[config.mk]
export PLATFORM = sky130hd
export DESIGN_NAME = rv32i_branch_predictor
export DESIGN_NICKNAME = d
export VERILOG_FILES = /design/src/rtl/rv32i_branch_predictor_pkg.sv /design/src/rtl/rv32i_branch_predictor_sat_counter.sv /design/src/rtl/rv32i_branch_predictor.sv
export SDC_FILE = /design/constraint.sdc
export NUM_CORES = 2
export LEC_CHECK = 0
export ABC_AREA = 1
export ABC_CLOCK_PERIOD_IN_PS = 4200
export CORE_UTILIZATION = 41
export CTS_BUF_LIST = sky130_fd_sc_hd__clkbuf_4 sky130_fd_sc_hd__clkbuf_8 sky130_fd_sc_hd__clkbuf_16
export CTS_CLUSTER_SIZE = 14
export DETAILED_ROUTE_END_ITERATION = 8
export DONT_BUFFER_PORTS = 1
export PLACE_DENSITY = 0.55
export SYNTH_ARGS = -nofsm -noshare
export SYNTH_HDL_FRONTEND = slang
export SYNTH_SLANG_ARGS = --single-unit
[constraint.sdc]
create_clock -name clk -period 4.2 [get_ports clk]
set_input_delay 0.84 -clock clk [delete_from_list [all_inputs] [get_ports clk]]
set_output_delay 0.84 -clock clk [all_outputs]
set_load 0.1 [all_outputs]
[src/rtl/rv32i_branch_predictor_pkg.sv]
// Shared branch-predictor definitions: default-width entry layout and
// saturating-counter reset/allocation constants.
package definitions;

  localparam int BpDataW = 32;
  localparam int BpTagW  = 8;
  localparam int BpCtrW  = 2;

  typedef struct packed {
    logic               valid;
    logic [BpTagW-1:0]  tag;
    logic [BpDataW-1:0] target;
    logic [BpCtrW-1:0]  counter;
  } bp_entry_t;

  // Weak-taken is the lowest value with the MSB set; weak-not-taken sits just below it.
  function automatic int unsigned ctr_weak_taken(input int unsigned w);
    return 32'd1 << (w - 1);
  endfunction

  function automatic int unsigned ctr_weak_not_taken(input int unsigned w);
    return (32'd1 << (w - 1)) - 32'd1;
  endfunction

  localparam logic [BpCtrW-1:0] CtrWeakTaken    = BpCtrW'(ctr_weak_taken(BpCtrW));
  localparam logic [BpCtrW-1:0] CtrWeakNotTaken = BpCtrW'(ctr_weak_not_taken(BpCtrW));

endpackage

[src/rtl/rv32i_branch_predictor_sat_counter.sv]
// Up/down saturating counter update: next value from {current, taken}.
module bp_sat_counter #(
  parameter int CtrWidth = 2
) (
  input  logic [CtrWidth-1:0] i_ctr,
  input  logic                i_taken,
  output logic [CtrWidth-1:0] o_ctr
);

  localparam logic [CtrWidth-1:0] CtrMax = '1;

  always_comb begin
    o_ctr = i_ctr;
    if (i_taken) begin
      if (i_ctr != CtrMax) o_ctr = i_ctr + CtrWidth'(1);
    end else begin
      if (i_ctr != '0) o_ctr = i_ctr - CtrWidth'(1);
    end
  end

endmodule

[src/rtl/rv32i_branch_predictor.sv]
// BTB-based dynamic branch predictor: IF-stage lookup, ID-stage resolve/train,
// mispredict + redirect. Optional statistics counters under RV32I_BP_STATS_EN.
module rv32i_branch_predictor
  import definitions::*;
#(
  parameter int DataWidth = 32,
  parameter int Entries   = 64,
  parameter int TagWidth  = 8,
  parameter int CtrWidth  = 2
) (
  input  logic                 clk,
  input  logic                 rst,
  input  logic [DataWidth-1:0] if_pc,
  output logic                 pred_taken,
  output logic [DataWidth-1:0] pred_target,
  input  logic                 stall,
  input  logic                 res_valid,
  input  logic [DataWidth-1:0] res_pc,
  input  logic                 res_taken,
  input  logic [DataWidth-1:0] res_target,
  output logic                 mispredict,
  output logic [DataWidth-1:0] redirect_pc,
  output logic [31:0]          stat_branches,
  output logic [31:0]          stat_mispredicts
);

  localparam int IdxW = $clog2(Entries);
  localparam int TagLo = IdxW + 2;
  localparam logic [CtrWidth-1:0] CtrWeakT  = CtrWidth'(ctr_weak_taken(CtrWidth));
  localparam logic [CtrWidth-1:0] CtrWeakNT = CtrWidth'(ctr_weak_not_taken(CtrWidth));

  function automatic logic [DataWidth-1:0] next_seq_pc(input logic [DataWidth-1:0] pc);
    return pc + DataWidth'(4);
  endfunction

  logic                 r_valid  [Entries];
  logic [CtrWidth-1:0]  r_ctr    [Entries];
  logic [TagWidth-1:0]  r_tag    [Entries];
  logic [DataWidth-1:0] r_target [Entries];

  logic                 r_pred_taken_p1;
  logic [DataWidth-1:0] r_pred_target_p1;

  logic [IdxW-1:0]      w_if_idx_p0;
  logic [TagWidth-1:0]  w_if_tag_p0;
  logic                 w_if_hit_p0;
  logic [IdxW-1:0]      w_res_idx_p1;
  logic [TagWidth-1:0]  w_res_tag_p1;
  logic                 w_res_hit_p1;
  logic [CtrWidth-1:0]  w_ctr_next_p1;
  logic                 w_mispredict_p1;

  // ---- IF stage: combinational lookup (reads pre-update table contents)
  assign w_if_idx_p0 = if_pc[IdxW+1:2];
  assign w_if_tag_p0 = if_pc[TagLo+TagWidth-1:TagLo];
  assign w_if_hit_p0 = rst && r_valid[w_if_idx_p0] && (r_tag[w_if_idx_p0] == w_if_tag_p0);

  assign pred_taken  = w_if_hit_p0 && r_ctr[w_if_idx_p0][CtrWidth-1];
  assign pred_target = w_if_hit_p0 ? r_target[w_if_idx_p0] : next_seq_pc(if_pc);

  // ---- ID stage: prediction register aligned with IF/ID; a flushed slot is a NOP
  always_ff @(posedge clk or negedge rst) begin
    if (!rst) begin
      r_pred_taken_p1  <= 1'b0;
      r_pred_target_p1 <= '0;
    end else if (w_mispredict_p1) begin
      r_pred_taken_p1  <= 1'b0;
      r_pred_target_p1 <= '0;
    end else if (!stall) begin
      r_pred_taken_p1  <= pred_taken;
      r_pred_target_p1 <= pred_target;
    end
  end

  assign w_mispredict_p1 = rst && res_valid &&
                           ((res_taken != r_pred_taken_p1) ||
                            (res_taken && (res_target != r_pred_target_p1)));
  assign mispredict  = w_mispredict_p1;
  assign redirect_pc = res_taken ? res_target : next_seq_pc(res_pc);

  assign w_res_idx_p1 = res_pc[IdxW+1:2];
  assign w_res_tag_p1 = res_pc[TagLo+TagWidth-1:TagLo];
  assign w_res_hit_p1 = r_valid[w_res_idx_p1] && (r_tag[w_res_idx_p1] == w_res_tag_p1);

  bp_sat_counter #(
    .CtrWidth (CtrWidth)
  ) u_sat_counter (
    .i_ctr   (r_ctr[w_res_idx_p1]),
    .i_taken (res_taken),
    .o_ctr   (w_ctr_next_p1)
  );

  // Training ignores stall; a not-taken miss leaves the table untouched.
  always_ff @(posedge clk or negedge rst) begin
    if (!rst) begin
      for (int i = 0; i < Entries; i++) begin
        r_valid[i] <= 1'b0;
        r_ctr[i]   <= CtrWeakNT;
      end
    end else if (res_valid) begin
      if (w_res_hit_p1) begin
        r_ctr[w_res_idx_p1] <= w_ctr_next_p1;
      end else if (res_taken) begin
        r_valid[w_res_idx_p1] <= 1'b1;
        r_ctr[w_res_idx_p1]   <= CtrWeakT;
      end
    end
  end

  // Tag rewrite on a taken hit is a no-op, so allocation and target refresh share one write.
  always_ff @(posedge clk) begin
    if (res_valid && res_taken) begin
      r_tag[w_res_idx_p1]    <= w_res_tag_p1;
      r_target[w_res_idx_p1] <= res_target;
    end
  end

`ifdef RV32I_BP_STATS_EN
  function automatic logic [31:0] sat_inc32(input logic [31:0] v);
    return (v == 32'hFFFF_FFFF) ? v : v + 32'd1;
  endfunction

  logic [31:0] r_stat_branches;
  logic [31:0] r_stat_mispredicts;

  always_ff @(posedge clk or negedge rst) begin
    if (!rst) begin
      r_stat_branches    <= '0;
      r_stat_mispredicts <= '0;
    end else begin
      if (res_valid)       r_stat_branches    <= sat_inc32(r_stat_branches);
      if (w_mispredict_p1) r_stat_mispredicts <= sat_inc32(r_stat_mispredicts);
    end
  end

  assign stat_branches    = r_stat_branches;
  assign stat_mispredicts = r_stat_mispredicts;
`else
  assign stat_branches    = '0;
  assign stat_mispredicts = '0;
`endif

endmodule

* Yosys cells after proc, flatten, opt, wreduce, memory -nomap -nowiden *
Memories as Yosys holds them, arrays and structs flattened.
Cells that the tools add are included.

operators by class
  add/subtract/negate cells = 4
  magnitude comparators = 3
  equal/unequal tests = 6
  muxes and demuxes = 30
  bitwise gates (word level) = 7
  reduce and logical (&&, ||, !) cells = 14

operators by type and width
  cell                                                       count
  2-to-1 mux 128 bit                                         2
  bitwise mux 128 bit                                        1
  2-to-1 mux 32 bit                                          4
  bitwise OR 64 bit                                          2
  adder 32 x 3 -> 32 bit (second input constant)             2
  bitwise AND 64 bit                                         1
  NOT 64 bit                                                 1
  inequality test 32 bit                                     1
  binary-select mux 2 bit (select 6 bit)                     2
  equality test 8 bit                                        2
  2-to-1 mux 2 bit                                           8
  greater-or-equal comparator 7 bit (second input constant)  2
  NOT 6 -> 7 bit                                             2
  binary-select mux 1 bit (select 6 bit)                     2
  demux 2 bit (select 6 bit)                                 1
  logical AND 1 bit                                          9
  2-to-1 mux 1 bit                                           9
  < comparator 7 x 1 -> 1 bit (second input constant)        1
  demux 1 bit (select 6 bit)                                 1
  nonzero test 2 bit                                         2
  AND reduction 3 bit                                        1
  adder 2 x 1 -> 2 bit (second input constant)               1
  inequality test 2 x 1 -> 1 bit (second input constant)     1
  inequality test 2 bit (second input constant)              1
  other kinds (5)                                            5

storage, ports and cells
  register bits = 225
  bits in writable memories = 2,560
  output and inout bits = 130
  memories kept = 2

memory list
  name      depth  bits a word  rd ports  clocked after memory_dff  write ports  line                          text
  r_target  64     32           1         0                         1            rv32i_branch_predictor.sv:39  logic [DataWidth-1:0] r_target [Entries];
  r_tag     64     8            2         0                         1            rv32i_branch_predictor.sv:38  logic [TagWidth-1:0] r_tag [Entries];

* Depth between registers and ports, before layout *
  depth after elaboration = 9
  mapped depth = 25
  gate-level depth less buffers = 22

* By module *
A second synthesis with hierarchy kept.

unflattened totals
  cell total of the unflattened synthesis = 11,022
  area total of the unflattened synthesis = 121,363.9 um2

by module, submodules not included
  module                  instances  cells an instance  area an instance (um2)  seq. area each (um2)
  rv32i_branch_predictor  1          11,016             121,338.9               82,584.2
  bp_sat_counter          1          6                  25.0                    0.0

* Worst setup path after synthesis *
Ideal clock, no wire load.

  path type = input port to output port
  start point = in if_pc[2]
  end point = out pred_taken
  arrival time = 4,843 ps
  data required time = 3,360 ps
  path slack = -1,483 ps
  stages on the path = 16
  buffers on the path = 9
  cells stage by stage = buf_4 -> buf_6 -> buf_4 -> buf_4 -> buf_6 -> buf_4 -> buf_2 -> buf_2 -> buf_2 -> nor2_1 -> a211oi_1 -> o311ai_0 -> nand3_1 -> nand3_1 -> nand2_1 -> nor3_1

between the ends
  longest elaborated chain between the ends = 7
  elaborated cells between the ends (all ways) = 12
  those cells by class = 1 x eq/ne; 6 x mux; 1 x bitwise; 3 x reduce/logical; 1 x memory

RTL lines
  what                                                                         line                          text
  start: declaration                                                           rv32i_branch_predictor.sv:13  input logic [DataWidth-1:0] if_pc,
  parallel branches: the longest is 6 deep, another holds memory (64 x 8 bit)  -
  logical AND 1 bit (*)                                                        rv32i_branch_predictor.sv:58  assign pred_taken = w_if_hit_p0 && r_ctr[w_if_idx_p0][CtrWidth-1];
  end: declaration                                                             rv32i_branch_predictor.sv:14  output logic pred_taken,

Mark *: on every way between the ends. The select of a mux whose other input is x is not followed.

* Final worst setup path *
  start point = in if_pc[4]
  end point = out pred_target[7]

between the ends
  longest elaborated chain between the ends = 7
  elaborated cells between the ends (all ways) = 11
  those cells by class = 1 x add/sub; 1 x eq/ne; 4 x mux; 1 x bitwise; 2 x reduce/logical; 2 x memory

RTL lines
  what                                                                         line                          text
  parallel branches: the longest is 6 deep, another holds memory (64 x 8 bit)  -
  2-to-1 mux 32 bit (*)                                                        rv32i_branch_predictor.sv:59  assign pred_target = w_if_hit_p0 ? r_target[w_if_idx_p0] : next_seq_pc(if_pc);
  end: declaration                                                             rv32i_branch_predictor.sv:15  output logic [DataWidth-1:0] pred_target,

Marked as above.

==> metrics.txt <==
status finished, violations left; failing checks negative hold slack, negative setup slack; Hold WS -0.3807 ns; I/O Buffers 0; Total Routing Usage GR 0.3169; CP max stage cell inv_6; Mapped Area about 0.12 mm^2; Reg2Reg Depth 17; CP cell instances inv_6 -> buf_12 -> nand3_1 -> nand3_1 -> nand2_1 -> nand2_1 -> nand2_1 -> inv_1 -> nand2_1 -> nand2_2 -> nand2_4 -> nor2_4 -> nand3_4 -> buf_6 -> o21ai_4 -> buf_6 -> nand2_4 -> buf_12; clock period minus worst slack around 4.8 ns; area of the multi-input gates 0.03591 mm^2; clock transition at the registers of the reported paths around 0.06 ns; Worst-Margin Slew between 1 and 1.5 ns; Worst setup EP type output port; vias in the first global route between 80000 and 90000; final setup fails 47; DR WL/cell around 31 um; initial DRC count approximately 15000; CP Class input pin to output port; Primary FF master, synth edfxtp_1; Pre-Repair DR Iteration Count 9; DR vias ~97000; fillers approximately 26000; routed wl met2 226.0 mm; Clock Latency Late Sink 0.95 ns; FMAX a little over 200 MHz; DRC violations left 0; Root Buffer clkbuf_16; crit path launch type input pin; CTS tree done; worst-case clock buffer depth 4; final worst slack -0.6203 ns; yosys warns 0; Die W between 500 and 600 um; ANT nets after route 0; row count 200; P_leak approximately 54 nW; layout cell share with drive strength beyond 1 0.1356; Mean Syn Cell Area between 10 and 15 um^2; synthesized instance count around 12000; setup TNS -20.08 ns; Hold Vio Cnt, Final 170; Worst Path Buf+Inv 6; routed vias/inst about 6.0; peak supply drop 0.3023 mV; crit-path most repeated cell nand2_1; post-route cell area 0.1471 mm^2; clk sinks 2785; Max Cap Viol 0; register area slightly above 0.08 mm^2; CTS H-Tree Depth 5; Pwr Density roughly 440 mW/mm^2; final core occ 0.4944; GP Congestion approximately 1; Worst Skew around 0.049 ns; slew margin rel. 0.1931; Yosys reg bits between 2000 and 3000; grt ovf 0; met3 wire length 51.70 mm; uppermost routed layer met5; P&R area growth vs syn 19.61%; Detailed Route WL between 500 and 600 mm; Num CTS Buffers ~310; slowest stage delay, CP roughly 0.5 ns; die height about 550 um; hold_buf cts between 90 and 100; Ports roughly 230; critical path depth 18; pin count of the biggest net entering global routing around 1500; Final Power around 64 mW; Post-DP Area about 0.13 mm^2; wl on met1 191.6 mm; Detailed Place HPWL approximately 260 mm; Slew Limit Fails 0; type of the most critical hold path input pin to asynchronous set/reset pin; Top Family by Delay on Critical Path buffers and inverters; Core Region 0.2975 mm^2; Distinct cells, synth 57; Worst Path Arrival approximately 4 ns; WP data required ~3.4 ns; nets about 12000; crit-path max FO about 230; global-route wire length before repair 678.8 mm; initial core utilization 0.4133; antenna violations before repair 35; ys async rst share 0.08079; fin crit share 1.148; Setup WS pre-CTS -1.862 ns; DIE AREA 0.3021 mm^2; RSZ-0062 raised after global routing true; sequential share of the synthesized area 0.6715; Post-synth EDFFs between 2000 and 3000
[layer usage]
metal  vias up  GRT usage
met5         -          0
met4         8     0.1992
met3      1231    0.05624
met2      6049     0.4863
met1     48200     0.4175
li1      41250          -
[stage by stage]
stage / hold slack (ns) / instances
after floorplan: 0.4359 / 11590
after global placement: 0.4476 / 15330
after detailed placement: 0.4512 / 15330
after CTS: -0.4004 / 16020
after global routing: -0.3881 / 16080
final: -0.3807 / 16090
[sequential cells by signal, summed over array words and instances (netlist names)]
register / flops
r_tag: 512
r_pred_taken_p1: 1
r_target: 2048
r_ctr: 128
r_pred_target_p1: 32
r_valid: 64
[power by group]
group | switching [mW] | internal (mW)
logic | 4.15 | 1.84
registers | 0.153 | 30.5
clock network | 11.6 | 16.0
[repair_timing]
action	4_1_cts	5_1_grt
setup buffers	23	26
pin swaps	47	83
gates resized for setup	206	152
endpoints found under the setup margin	39	71
cloned	14	34
endpoints found under the hold margin	1043	217
[worst paths after layout]
path / end / from / slack, ns
min: r_ctr[123] / rst / -0.38
min in group clk: r_target[48][28] / res_target[28] / 0.05
max in group asynchronous: r_pred_target_p1[30] / rst / 3.63
min reg2reg: r_ctr[54] / r_ctr[54] / 0.46
max reg2reg: r_ctr[37] / r_tag[32][1] / 0.85
max: pred_target[7] / if_pc[4] / -0.62
[cell usage in the layout, fill, tap and decap left out, types with 17 or more instances in the layout]
master / count
dfrtp_1: 161
clkinv_1: 67
a31oi_1: 19
and2_4: 19
nand4_1: 66
dlygate4sd3_1: 77
clkinv_2: 55
nor2_4: 85
a21oi_1: 162
o21ai_1: 81
inv_1: 607
buf_6: 36
bufinv_16: 27
o21ai_2: 26
clkbuf_4: 58
buf_12: 270
nand2_4: 43
nand2_2: 35
buf_4: 386
or2_2: 17
nand2_1: 2421
o21ai_0: 1373
nand3_1: 658
o211ai_1: 226
clkbuf_16: 340
xor2_1: 45
conb_1: 64
buf_16: 19
nand3_2: 24
o221ai_1: 193
o22ai_1: 320
nor2_1: 1311
edfxtp_1: 2560
dfstp_2: 64
[layout make-up]
cell class	count	area share
well taps	3939	0.03351
clock inverters	175	0.01182
clock buffers	382	0.05739
multi-input cells	7337	0.2441
flip-flops and latches	2785	0.5614
repair buffers	830	0.07506
inverters	633	0.01651
diodes	10	0.0001701
[cell families after synthesis]
| logic type | after synthesis | synth area share |
|---|---|---|
| and+or+nand+nor | 4748 | 0.1556 |
| DFF | 2785 | 0.6715 |
| AOI/OAI and AO/OA | 2465 | 0.1156 |
| buffers and inverters | 1471 | 0.05296 |
| xor gates and xnor gates | 58 | 0.004131 |
| adders and majority gates | 2 | 0.0002035 |
| other | 1 | 0.00003049 |
[cell usage after synthesis (12+ instances only)]
cell type	instances	area (um^2)
nand3_1	690	3453
nor2_1	1396	5240
or2_2	17	106.4
nor3_1	12	60.06
dfstp_2	64	1682
a22o_1	13	113.9
nand4_1	66	412.9
clkbuf_1	397	1490
and2_1	19	118.9
buf_1	41	153.9
o221ai_1	193	1690
a21oi_1	171	855.8
buf_4	131	983.4
o21ai_0	1417	7092
dfrtp_1	161	4029
buf_2	242	1211
o22ai_1	322	2014
edfxtp_1	2560	76870
inv_1	621	2331
a31oi_1	22	137.6
o21bai_1	14	105.1
nand2_1	2499	9380
buf_6	26	292.8
o21ai_1	66	330.3
xor2_1	47	411.6
o211ai_1	226	1697
(Power assumes the default switching activity.)
